## src/rtl/fwd_hazard_unit.sv

```systemverilog
// rtl/fwd_hazard_unit.sv - operand forwarding and load-use hazard unit
//
// Purpose: computes per-operand bypass selects for the instruction in ID,
// registers them into EX, and inserts LOAD_STALL bubbles per load-use hazard
// while holding PC and IF/ID.
//
// Ports:
//   clk_i, rst_i          clock, synchronous active-high reset
//   hold_i                global freeze; all state holds, stall_o forced low
//   id_valid_i            ID holds a real instruction
//   id_src_i/id_src_use_i ID source registers (packed) and per-operand read flags
//   ex_*/mem_*/wb_*       destination register and write flags per stage
//   src_sel_o             registered EX selects: 00 rf, 10 EX/MEM, 01 MEM/WB, 11 WB latch
//   bubble_o              registered; EX holds an inserted bubble
//   stall_o               combinational; hold PC and IF/ID this cycle
//   stall_cnt_o           saturating count of inserted bubble cycles
//   fwd_cnt_o             saturating count of launches with any non-00 select
module fwd_hazard_unit #(
  parameter int REG_AW     = 5,
  parameter int NUM_SRC    = 2,
  parameter int WB_BYPASS  = 0,
  parameter int LOAD_STALL = 1,
  parameter int CNT_W      = 16
) (
  input  logic                        clk_i,
  input  logic                        rst_i,
  input  logic                        hold_i,
  input  logic                        id_valid_i,
  input  logic [NUM_SRC*REG_AW-1:0]   id_src_i,
  input  logic [NUM_SRC-1:0]          id_src_use_i,
  input  logic [REG_AW-1:0]           ex_rd_i,
  input  logic                        ex_w_i,
  input  logic                        ex_load_i,
  input  logic [REG_AW-1:0]           mem_rd_i,
  input  logic                        mem_w_i,
  input  logic [REG_AW-1:0]           wb_rd_i,
  input  logic                        wb_w_i,
  output logic [NUM_SRC*2-1:0]        src_sel_o,
  output logic                        bubble_o,
  output logic                        stall_o,
  output logic [CNT_W-1:0]            stall_cnt_o,
  output logic [CNT_W-1:0]            fwd_cnt_o
);

  typedef enum logic {RUN, STALL} state_t;

  state_t                 state_q, state_d;
  logic [1:0]             cnt_q, cnt_d;
  logic [NUM_SRC-1:0]     ex_m, mem_m, wb_m;
  logic [NUM_SRC*2-1:0]   sel_c;
  logic                   hazard;
  logic                   stall_c;

  genvar k;
  for (k = 0; k < NUM_SRC; k++) begin : g_src
    logic [REG_AW-1:0] src;
    logic              qual;
    assign src  = id_src_i[k*REG_AW +: REG_AW];
    assign qual = id_valid_i & id_src_use_i[k];
    // A zero destination is never a producer, so r0 reads always use the regfile.
    assign ex_m[k]  = qual & ex_w_i  & (ex_rd_i  != '0) & (ex_rd_i  == src);
    assign mem_m[k] = qual & mem_w_i & (mem_rd_i != '0) & (mem_rd_i == src);
    assign wb_m[k]  = qual & wb_w_i  & (wb_rd_i  != '0) & (wb_rd_i  == src);
    assign sel_c[2*k +: 2] = (ex_m[k] & ~ex_load_i)            ? 2'b10 :
                             mem_m[k]                          ? 2'b01 :
                             (wb_m[k] && (WB_BYPASS != 0))     ? 2'b11 :
                                                                 2'b00;
  end

  assign hazard = ex_load_i & (|ex_m);

  // stall_c doubles as "this edge launches a bubble" when not holding.
  always_comb begin
    state_d = state_q;
    cnt_d   = cnt_q;
    stall_c = 1'b0;
    if (!hold_i) begin
      if (state_q == STALL && cnt_q != 2'd0) begin
        stall_c = 1'b1;
        cnt_d   = cnt_q - 2'd1;
      end else if (hazard) begin
        // Also covers the release cycle of a stall, so back-to-back loads re-stall.
        stall_c = 1'b1;
        if (LOAD_STALL > 1) begin
          state_d = STALL;
          cnt_d   = 2'(LOAD_STALL - 1);
        end else begin
          state_d = RUN;
          cnt_d   = 2'd0;
        end
      end else begin
        state_d = RUN;
      end
    end
  end

  assign stall_o = stall_c & ~rst_i;

  always_ff @(posedge clk_i) begin
    if (rst_i) begin
      state_q     <= RUN;
      cnt_q       <= 2'd0;
      src_sel_o   <= '0;
      bubble_o    <= 1'b1;
      stall_cnt_o <= '0;
      fwd_cnt_o   <= '0;
    end else if (!hold_i) begin
      state_q <= state_d;
      cnt_q   <= cnt_d;
      if (stall_c) begin
        src_sel_o <= '0;
        bubble_o  <= 1'b1;
        if (stall_cnt_o != '1) stall_cnt_o <= stall_cnt_o + 1'b1;
      end else begin
        src_sel_o <= sel_c;
        bubble_o  <= ~id_valid_i;
        if ((|sel_c) && (fwd_cnt_o != '1)) fwd_cnt_o <= fwd_cnt_o + 1'b1;
      end
    end
  end

endmodule

```

## config.mk

```make
export PLATFORM = sky130hd
export DESIGN_NAME = fwd_hazard_unit
export DESIGN_NICKNAME = d
export VERILOG_FILES = /design/src/rtl/fwd_hazard_unit.sv
export SDC_FILE = /design/constraint.sdc
export NUM_CORES = 1
export LEC_CHECK = 0
export CORE_MARGIN = 2
export CORE_UTILIZATION = 49
export CTS_CLUSTER_SIZE = 25
export DETAILED_ROUTE_END_ITERATION = 10
export PLACE_DENSITY = 0.86
export SYNTH_ARGS = -nofsm -noshare
export SYNTH_HDL_FRONTEND = slang
export SYNTH_SLANG_ARGS = --single-unit
```

## constraint.sdc

```tcl
create_clock -name clk_i -period 7.5 [get_ports clk_i]
set_clock_uncertainty 0.2 [all_clocks]
set_input_delay 1.125 -clock clk_i [delete_from_list [all_inputs] [get_ports clk_i]]
set_output_delay 1.125 -clock clk_i [all_outputs]
set_load 0.1 [all_outputs]
```

Word level (Yosys, flattened, before mapping)

Index checks and enable logic that the tools add are counted.

Add/sub/neg operators: 2
Eq/ne operators: 6
Muxes and demuxes: 8
Bitwise operators: 23
Reduce and logical (&&, ||, !) cells: 7

Operators with widths:

| operator                                                         | number |
|---|---|
| 16-bit by 1-bit adder with 16-bit output (second input constant) | 2 |
| 16-bit != test (second input constant)                           | 2 |
| 5-bit == test                                                    | 4 |
| 1-bit bitwise AND                                                | 18 |
| 5-bit nonzero test                                               | 2 |
| 3-bit AND reduction                                              | 2 |
| 1-bit two-way mux                                                | 5 |
| 1-bit NOT                                                        | 5 |
| 2-bit two-way mux                                                | 2 |
| 4-bit two-way mux                                                | 1 |
| 4-bit OR reduction                                               | 1 |
| 2-bit OR reduction                                               | 1 |
| 1-bit logical AND                                                | 1 |

Register bits after elaboration: 37
Input bits: 35
Output and inout port bits: 38
Logic and storage cells: 50

Depth between registers and ports, before layout

Gate-level depths: netlist (run 1).

Depth after elaboration: 10
Mapped depth: 9
Mapped depth without buffers: 7

Least setup slack after synthesis (run 1)

No wires, ideal clock.

Path kind: input to output
Start point: input port id_src_i[8]
End point: output port stall_o
Data arrival time: 4,680 ps
Data required time: 6,175 ps
Slack: 1,495 ps
Stages: 7
Buffers on the path: 2
Cell sequence: xor2_1 nor4_1 nand4_1 a211oi_2 buf_2 buf_2 nor3b_1

Longest elaborated chain between the ends: 7

Ends and longest elaborated chain:

| element            | line | source |
|---|---|---|
| start, declared    | 29   | `input logic [NUM_SRC*REG_AW-1:0] id_src_i,` |
| 5-bit == test      | 61   | `assign ex_m[k] = qual & ex_w_i & (ex_rd_i != '0) & (ex_rd_i == src);` |
| 1-bit bitwise AND  | 61   |  |
| 2-bit OR reduction | 70   | `assign hazard = ex_load_i & (\|ex_m);` |
| 1-bit bitwise AND  | 70   |  |
| 1-bit two-way mux  | 81   | `end else if (hazard) begin` |
| 1-bit two-way mux  | 77   | `if (!hold_i) begin` |
| 1-bit bitwise AND  | 97   | `assign stall_o = stall_c & ~rst_i;` |
| end, declared      | 40   | `output logic stall_o,` |

Every way passes these cells.

Worst setup path in the final report (run 1)

Start point: input port ex_rd_i[4]
End point: output port stall_o

Longest elaborated chain between the ends: 8
Elaborated cells between the ends (all ways): 12
Those cells by class: eq/ne: 2; mux: 2; bitwise: 6; reduce/logical: 2

Ends and longest elaborated chain:

| element                         | line | source |
|---|---|---|
| start, declared                 | 31   | `input logic [REG_AW-1:0] ex_rd_i,` |
| 5-bit nonzero test              | 61   |  |
| 1-bit bitwise AND (2 in series) | 61   |  |
| 2-bit OR reduction *            | 70   |  |
| 1-bit bitwise AND *             | 70   |  |
| 1-bit two-way mux *             | 81   |  |
| 1-bit two-way mux *             | 77   |  |
| 1-bit bitwise AND *             | 97   |  |

Every way passes the cells marked *; elsewhere a longest branch is shown, timed or not.

==> results of run 1 <==
-- worst reg2reg max path, delay by kind of cell (launching register included) --
kind	cells	cell delay, ns
AO/OA/AOI/OAI	2	0.41
flip-flops	1	0.37
AND/OR/NAND/NOR	5	1.45
-- synthesized netlist by cell type, drive strengths merged --
cell type and n:
dfxtp 37, xor2 28, nor2 25, nand3 20
a21oi 19, nand2 14, or4 11, o31ai 9
nand4 8, o21ai 8, buf 7, or3 7
xnor2 7, and4 6, and3 5, clkbuf 5
nor4 5, or2 5, and2 4, nor2b 4
nor3 3, nor3b 3, ha 2, inv 2
mux2 2, a211oi 1, a31o 1, a31oi 1
o211ai 1, o21a 1, o21bai 1, o22ai 1
o32ai 1, or3b 1
-- metal layers --
metal | routed length [microns] | vias up | GRT usage
li1 | - | 1055 | -
met1 | 2250 | 979 | 0.273
met2 | 2470 | 73 | 0.369
met3 | 250 | 13 | 0.0422
met4 | 111 | 0 | 0.0812
met5 | 0 | - | 0
-- worst max-delay path by stage --
| stage | slack, ns | startpoint | cells after the start | to |
|---|---|---|---|---|
| after global placement | 1.93 | ex_rd_i[4] | 8 | stall_o |
| after CTS | 1.89 | ex_rd_i[4] | 8 | stall_o |
| final | 1.86 | ex_rd_i[4] | 8 | stall_o |
| after detailed placement | 1.90 | ex_rd_i[4] | 8 | stall_o |
| after global routing | 1.66 | ex_rd_i[4] | 8 | stall_o |
| after floorplan | 1.50 | id_src_i[8] | 7 | stall_o |
-- final cells by class --
type,instances,area [sq um]
Clock buffer,7,86.3
Fill cell,328,1200
Inverter,2,7.51
Multi-Input combinational cell,204,1310
Sequential cell,37,741
Tap cell,50,62.6
Timing Repair Buffer,69,683
-- cells in the final DEF, fill, tap and decap left out, types with 4 or more instances in the layout --
master,instances
a21oi_1,19
or3_1,7
and4_1,6
dfxtp_1,37
nand3_1,20
nand2_1,14
and2_1,4
xnor2_1,7
nor2_1,25
or2_2,4
and3_1,5
o21ai_0,7
nand4_1,8
clkdlybuf4s50_1,66
xor2_1,28
nor2b_1,4
o31ai_1,9
clkbuf_8,6
nor4_1,5
or4_1,10
-- state kept, by name, indices dropped and copies added, names as in the netlist --
signal	count
fwd_cnt_o	16
stall_cnt_o	16
src_sel_o	4
bubble_o	1
-- cells by family (layout without fill, tap and decap cells) --
family          after synthesis  count (layout)  share of synthesized area
flops                        37              37                      0.351
xor+xnor                     35              35                      0.145
simple gates                121             121                      0.318
compound gates               44              44                      0.132
mux                           2               2                     0.0107
buf+inv                      14              78                     0.0320
fa+ha+maj                     2               2                     0.0118
-- power by group --
| part | switching [mW] | leakage (nW) | internal, mW |
|---|---|---|---|
| clock network | 0.0695 | 0.0443 | 0.0729 |
| registers | 0.000291 | 0.298 | 0.197 |
| logic | 0.0238 | 0.615 | 0.0225 |
==> results.sh, run 1 <==
export IMPL_status="finished clean"
export IMPL_vias=2120
export IMPL_rrSetupSlack_ns=5.02
export IMPL_die_h_microns=69.7
export IMPL_ys_seq_elements=37
export IMPL_max_slew_margin_rel=0.337
export IMPL_finalHoldViolations=0
export IMPL_grt_pass1_vias=1998
export IMPL_whs_path_depth=2
export IMPL_syn_area_sq_mm=0.00211
export IMPL_max_freq_mhz=177
export IMPL_post_dp_cell_area_sq_mm=0.00280
export IMPL_synth_avg_cell_area_sq_um=8.29
export IMPL_die_area_sq_mm=0.00485
export IMPL_synth_cell_types=39
export IMPL_antenna_found_initial=0
export IMPL_rsz0062_at_grt="no"
export IMPL_grt_first_pass_wirelength_mm=8.83
export IMPL_whs_ns=0.295
export IMPL_fp_row_count=23
export IMPL_place_congestion=0.786
export IMPL_hold_start="fwd_cnt_o[13]"
export IMPL_reg2reg_depth=7
export IMPL_crit_slowest_cell="clkdlybuf4s50_1"
export IMPL_initial_utilization=0.517
export IMPL_fin_tns_setup_ns=0
export IMPL_drt_total_wl_mm=5.08
export IMPL_ys_warn_count=0
export IMPL_drt_iter0_drc=146
export IMPL_setup_viol=0
export IMPL_min_to="fwd_cnt_o[13]"
export IMPL_final_cells=369
export IMPL_critPathMostFrequentCell="clkdlybuf4s50_1"
export IMPL_max_slew_worst_pin_slew_ns=0.991
export IMPL_cpPeakStageDelay_ns=1.16
export IMPL_crit_required_ns=6.17
export IMPL_die_x_microns=69.7
export IMPL_pre_cts_slack_ns=1.90
export IMPL_cts_repair_resized=0
export IMPL_leakagePower_nw=0.958
export IMPL_final_area_sq_mm=0.00289
export IMPL_core_area_sq_mm=0.00409
export IMPL_ys_seq_area_frac=0.351
export IMPL_cp_max_fo=22
export IMPL_syn_inst=255
export IMPL_finish_utilization=0.707
export IMPL_crit_chain="clkdlybuf4s50_1 > xor2_1 > nor4_1 > nand4_1 > a211oi_2 > buf_4 > nor3b_1 > clkdlybuf4s50_1"
export IMPL_avgViaCountPerCell=5.75
export IMPL_worstSetupEndpointType="primary output"
export IMPL_synthToLayoutAreaGrowth_pct=36.8
export IMPL_diodes=0
export IMPL_min_period_over_period=0.752
export IMPL_cts_made_buffers=5
export IMPL_cts_setup_buffers=0
export IMPL_path_delay_family="buffers and inverters"
export IMPL_fin_nets=356
export IMPL_hold_buffers=0
export IMPL_ios=73
export IMPL_yosys_area_top_type="dfxtp_1"
export IMPL_detail_route_antenna_nets=0
export IMPL_synth_area_leaders="dfxtp_1 35%, xor2_1 12%, nand3_1 4.7%, a21oi_1 4.5%, nor2_1 4.4%"
export IMPL_cp_buffers_inverters=3
export IMPL_fin_crit_ns=5.64
export IMPL_grt_overflow=0
export IMPL_timing_rr_start="fwd_cnt_o[8]"
export IMPL_total_power_mw=0.386
export IMPL_p_per_area_mw_per_mm2=133
export IMPL_dp_hpwl_mm=3.68
export IMPL_drv_cap=0
export IMPL_clk_latency_ns=0.29
export IMPL_cts_sinks=37
export IMPL_drive_above_1_share=0.0627
export IMPL_track_usage=0.217
export IMPL_cts_root_buf="clkbuf_8"
export IMPL_hp_class="register to register"
export IMPL_io_buffers=66
export IMPL_cts_tree="built"
export IMPL_timing_critical_path_arrival_ns=4.31
export IMPL_synth_top_area_share=0.351
export IMPL_wire_per_inst_microns=13.8
export IMPL_fin_ws_ns=1.86
export IMPL_timing_setup_critical_path_class="input port to primary output"
export IMPL_grt_max_degree=42
export IMPL_drc=0
export IMPL_rr_endpoint="fwd_cnt_o[10]"
export IMPL_slew_viol_final=0
export IMPL_cts_buffer_depth=2
export IMPL_syn_nets=292
export IMPL_irDropWorstVdd_mv=0.0759
export IMPL_dr_pass1_iters=4
export IMPL_dp_cells=362
export IMPL_path_clk_slew_ns=0.07
export IMPL_start_kind="input port"
export IMPL_htree_levels=2
Power figures use the tool's default switching activity.
==> run 2: changes to the inputs <==
--- a/config.mk
+++ b/config.mk
@@ -6,10 +6,10 @@
 export NUM_CORES = 1
 export LEC_CHECK = 0
 export CORE_MARGIN = 2
-export CORE_UTILIZATION = 49
+export CORE_UTILIZATION = 45
 export CTS_CLUSTER_SIZE = 25
 export DETAILED_ROUTE_END_ITERATION = 10
-export PLACE_DENSITY = 0.86
+export PLACE_DENSITY = 0.8
 export SYNTH_ARGS = -nofsm -noshare
 export SYNTH_HDL_FRONTEND = slang
 export SYNTH_SLANG_ARGS = --single-unit
==> constraint.sdc (replaced) <==
create_clock -name clk_i -period 5.2 [get_ports clk_i]
set_clock_uncertainty 0.2 [all_clocks]
set_input_delay 0.78 -clock clk_i [delete_from_list [all_inputs] [get_ports clk_i]]
set_output_delay 0.78 -clock clk_i [all_outputs]
set_load 0.1 [all_outputs]
==> run 2 against run 1 <==
  * Largest power group is now the clock network
  * Sequential share of layout area decreased by 0.56 points
  * Largest cell class unchanged
  * Critical path type unchanged
  * Critical path depth unchanged
  * Non-clock buffer count unchanged
==> results.sh, run 2 (synthesized netlist as in run 1, its figures left out) <==
export IMPL_status="finished clean"
export IMPL_place_congestion=0.885
export IMPL_wire_per_inst_microns=13.7
export IMPL_setup_viol=0
export IMPL_crit_slowest_cell="clkdlybuf4s50_1"
export IMPL_cpPeakStageDelay_ns=0.52
export IMPL_fill_cells=382
export IMPL_cts_root_buf="clkbuf_8"
export IMPL_grt_first_pass_wirelength_mm=8.34
export IMPL_largest_registers="fwd_cnt_o x16, stall_cnt_o x16, src_sel_o x4"
export IMPL_drive_above_1_share=0.0750
export IMPL_cts_made_buffers=5
export IMPL_rsz0062_at_grt="no"
export IMPL_dp_hpwl_mm=3.67
export IMPL_diodes=0
export IMPL_clk_latency_ns=0.29
export IMPL_p_per_area_mw_per_mm2=219
export IMPL_crit_chain="clkdlybuf4s50_1 > xor2_1 > nor4_1 > nand4_1 > a211oi_2 > buf_4 > nor3b_2 > buf_12"
export IMPL_die_area_sq_mm=0.00526
export IMPL_synthToLayoutAreaGrowth_pct=39.8
export IMPL_slew_viol_final=0
export IMPL_whs_path_depth=2
export IMPL_cts_sinks=37
export IMPL_start_kind="input port"
export IMPL_drt_total_wl_mm=5.10
export IMPL_final_common_cell="clkdlybuf4s50_1"
export IMPL_total_power_mw=0.648
export IMPL_regArea_sq_um=741
export IMPL_antenna_found_initial=0
export IMPL_path_clk_slew_ns=0.07
export IMPL_grt_pass1_vias=1925
export IMPL_initial_utilization=0.476
export IMPL_detail_route_antenna_nets=0
export IMPL_die_x_microns=72.5
export IMPL_max_slew_worst_pin_slew_ns=1.01
export IMPL_htree_levels=2
export IMPL_hp_class="register to register"
export IMPL_die_h_microns=72.5
export IMPL_finalHoldViolations=0
export IMPL_timing_critical_path_arrival_ns=3.04
export IMPL_max_slew_margin_rel=0.328
export IMPL_cts_repair_resized=0
export IMPL_track_usage=0.198
export IMPL_reg2reg_depth=7
export IMPL_dr_pass1_iters=4
export IMPL_cp_max_fo=22
export IMPL_fp_row_count=24
export IMPL_vias=2100
export IMPL_cts_buffer_depth=2
export IMPL_drv_cap=0
export IMPL_worstSetupEndpointType="primary output"
export IMPL_cts_tree="built"
export IMPL_core_area_sq_mm=0.00444
export IMPL_avgViaCountPerCell=5.65
export IMPL_timing_setup_critical_path_class="input port to primary output"
export IMPL_max_freq_mhz=249
export IMPL_grt_overflow=0
export IMPL_final_cell_mix="65 x clkdlybuf4s50_1, 37 x dfxtp_1, 28 x xor2_1"
export IMPL_drt_iter0_drc=109
export IMPL_cts_setup_buffers=0
export IMPL_multi_input_area_sq_mm=0.00132
export IMPL_min_period_over_period=0.774
export IMPL_hold_buffers=0
export IMPL_fin_nets=356
export IMPL_fin_crit_ns=4.02
export IMPL_fin_tns_setup_ns=0
export IMPL_irDropWorstVdd_mv=0.143
export IMPL_crit_required_ns=4.22
export IMPL_ios=73
export IMPL_io_buffers=66
export IMPL_leakagePower_nw=0.987
export IMPL_grt_max_degree=42
export IMPL_drc=0
-- run 2: cell types whose count changed in the layout (fill, tap and decap cells not counted) --
cell	before	now
clkdlybuf4s50_1	66	65
buf_12	0	1
nor3b_2	1	2
clkbuf_8	6	5
clkinv_2	0	1
nor3b_1	2	1
clkbuf_1	1	0
bufinv_16	0	2
-- run 2: power by group --
group	switching, mW	total, mW	internal [mW]
combinational	0.0345	0.0670	0.0325
sequential	0.000435	0.284	0.284
clock	0.107	0.297	0.191
-- run 2: final timing paths --
check                             startpoint           end  slack [ns]
worst min register to register  src_sel_o[0]  src_sel_o[0]        0.28
worst max register to register  fwd_cnt_o[8]  fwd_cnt_o[6]        2.71
worst max-delay path              ex_rd_i[4]       stall_o        1.18
worst min-delay path            src_sel_o[0]  src_sel_o[0]        0.28
-- run 2: layer usage --
metal / share of wire / global-route usage / vias to the layer above
met3: 0.064 / 0.0556 / 8
li1: - / - / 1055
met1: 0.41 / 0.224 / 969
met4: 0.013 / 0.0638 / 0
met2: 0.51 / 0.355 / 68
met5: 0 / 0 / -
-- run 2: stage by stage --
step,hold WS (ns),area (sq um),setup WS (ns),std cells,util
floorplan,0.701,2120,0.890,255,-
global placement,0.266,2820,1.22,364,0.635
detailed placement,0.269,2820,1.18,364,0.635
CTS,0.280,2960,1.16,372,0.665
global route,0.299,2960,0.981,372,0.665
finish,0.278,2960,1.18,372,0.665
-- run 2: worst max-delay path: cells and delay by family --
kind                      cells  cell delay (ns)
and+or+nand+nor               3             0.80
buffers and inverters         3             0.99
xor gates and xnor gates      1             0.19
AOI/OAI and AO/OA             1             0.28
-- run 2: area by class of cell --
type                       count  share of cell area
tap                           52              0.0220
multi-input combinational    204               0.445
sequential                    37               0.251
clock inverter                 3              0.0220
inverter                       2             0.00254
timing repair buffer          69               0.235
clock buffer                   5              0.0233
==> run 3: changes to the inputs <==
==> constraint.sdc (replaced) <==
create_clock -name clk_i -period 4.2 [get_ports clk_i]
set_clock_uncertainty 0.2 [all_clocks]
set_input_delay 0.63 -clock clk_i [delete_from_list [all_inputs] [get_ports clk_i]]
set_output_delay 0.63 -clock clk_i [all_outputs]
set_load 0.1 [all_outputs]
==> run 3 against run 2 <==
  * Flip-flop and latch count stayed put
  * Utilization is the same
  * Total power rose by 23%
  * Cell area stayed put
  * Critical path depth down 1
  * Cell count is the same
  * Worst hold slack improved by 0.0061 ns
  * Sequential share of layout area is the same
  * Highest routed layer unchanged
  * Sequential power up 24%
==> results.sh, run 3 (synthesized netlist as in run 1, its figures left out) <==
export IMPL_initial_utilization=0.476
export IMPL_crit_slowest_cell="clkdlybuf4s50_1"
export IMPL_dp_hpwl_mm=3.80
export IMPL_cts_tree="built"
export IMPL_max_slew_margin_rel=0.320
export IMPL_routed_top_layer="met4"
export IMPL_dr_pass1_iters=4
export IMPL_antenna_found_initial=0
export IMPL_io_buffers=66
export IMPL_drt_met1_wl_mm=2.19
export IMPL_die_x_microns=72.5
export IMPL_drt_iter0_drc=145
export IMPL_wire_per_inst_microns=14.0
export IMPL_track_usage=0.208
export IMPL_cts_repair_resized=0
export IMPL_fin_nets=356
export IMPL_crit_chain="clkdlybuf4s50_1 > xor2_1 > nor4_1 > nand4_1 > a211oi_2 > nor3b_2 > buf_12"
export IMPL_avgViaCountPerCell=5.63
export IMPL_cp_depth=7
export IMPL_core_area_sq_mm=0.00444
export IMPL_max_freq_mhz=286
export IMPL_irDropWorstVdd_mv=0.144
export IMPL_cts_buffer_depth=2
export IMPL_diodes=0
export IMPL_drv_cap=0
export IMPL_clk_latency_ns=0.29
export IMPL_rsz0062_at_grt="no"
export IMPL_rrSetupSlack_ns=1.69
export IMPL_cp_buffers_inverters=2
export IMPL_synthToLayoutAreaGrowth_pct=39.8
export IMPL_grt_max_degree=41
export IMPL_cpPeakStageDelay_ns=0.50
export IMPL_status="finished clean"
export IMPL_dr_wl_met2_mm=2.61
export IMPL_detail_route_antenna_nets=0
export IMPL_slew_viol_final=0
export IMPL_worstSetupEndpointType="primary output"
export IMPL_min_period_over_period=0.833
export IMPL_max_slew_worst_pin_slew_ns=1.02
export IMPL_crit_required_ns=3.37
export IMPL_whs_path_depth=2
export IMPL_cts_root_buf="clkbuf_8"
export IMPL_path_delay_family="simple AND/OR/NAND/NOR gates"
export IMPL_drt_total_wl_mm=5.22
export IMPL_post_dp_cell_area_sq_mm=0.00282
export IMPL_cp_max_fo=5
export IMPL_timing_critical_path_arrival_ns=2.67
export IMPL_p_per_area_mw_per_mm2=271
export IMPL_final_cell_mix="65 x clkdlybuf4s50_1, 37 x dfxtp_1, 28 x xor2_1"
export IMPL_start_kind="input port"
export IMPL_cts_made_buffers=5
export IMPL_cts_sinks=37
export IMPL_grt_pass1_vias=1963
export IMPL_ios=73
export IMPL_final_common_cell="clkdlybuf4s50_1"
export IMPL_drive_above_1_share=0.0750
export IMPL_path_clk_slew_ns=0.07
export IMPL_die_area_sq_mm=0.00526
export IMPL_wl_met3_microns=341
export IMPL_drc=0
export IMPL_hp_class="register to register"
export IMPL_timing_setup_critical_path_class="input port to primary output"
export IMPL_finalHoldViolations=0
export IMPL_fin_tns_setup_ns=0
export IMPL_setup_viol=0
export IMPL_grt_first_pass_wirelength_mm=8.76
export IMPL_largest_registers="fwd_cnt_o x16, stall_cnt_o x16, src_sel_o x4"
export IMPL_grt_overflow=0
export IMPL_leakagePower_nw=0.987
export IMPL_fp_row_count=24
export IMPL_htree_levels=2
export IMPL_hold_buffers=0
export IMPL_final_area_sq_mm=0.00296
export IMPL_reg2reg_depth=7
export IMPL_die_h_microns=72.5
export IMPL_vias=2096
export IMPL_cts_setup_buffers=0
export IMPL_fin_crit_ns=3.50
export IMPL_place_congestion=0.869
[run 3: cell counts in the layout (fill, tap and decap cells not counted)]
Identical to the previous run, type by type.
[run 3: power by group]
group          internal, mW  total (mW)  switching [mW]
Sequential            0.351       0.352        0.000609
Clock                 0.236       0.365           0.129
Combinational        0.0403      0.0839          0.0437
Total                 0.627       0.800           0.173
[run 3: per-stage QoR]
stage                     total power, mW  hold slack [ns]  cells  worst slack (ns)   util
after detailed placement            0.444            0.271    364             0.696  0.635
final                               0.800            0.284    372             0.702  0.665
after global routing                0.831            0.313    372             0.510  0.665
after floorplan                     0.400            0.622    255             0.190      -
after global placement              0.442            0.263    364             0.720  0.635
after CTS                           0.807            0.288    372             0.689  0.665
[run 3: cell type report]
cell class | instances | area (sq um)
tap | 52 | 65.1
clock inverter | 3 | 65.1
sequential | 37 | 741
timing repair buffer | 69 | 693
multi-input combinational | 204 | 1320
inverter | 2 | 7.51
fill | 378 | 1490
clock buffer | 5 | 68.8
[run 3: layer usage]
| metal | global-route usage | vias to the layer above |
|---|---|---|
| li1 | - | 1054 |
| met1 | 0.239 | 966 |
| met3 | 0.0667 | 10 |
| met2 | 0.366 | 66 |
| met5 | 0 | - |
| met4 | 0.0617 | 0 |
[run 3: path summary, 6_finish.rpt]
path,start,to
min reg2reg,src_sel_o[2],src_sel_o[2]
max,ex_rd_i[4],stall_o
max reg2reg,fwd_cnt_o[8],fwd_cnt_o[11]
min,src_sel_o[2],src_sel_o[2]
[run 3: worst register-to-register path, delay by kind of cell (launching register included)]
family / cells / cell delay (ns)
compound gates: 2 / 0.44
simple gates: 5 / 1.44
flops: 1 / 0.36
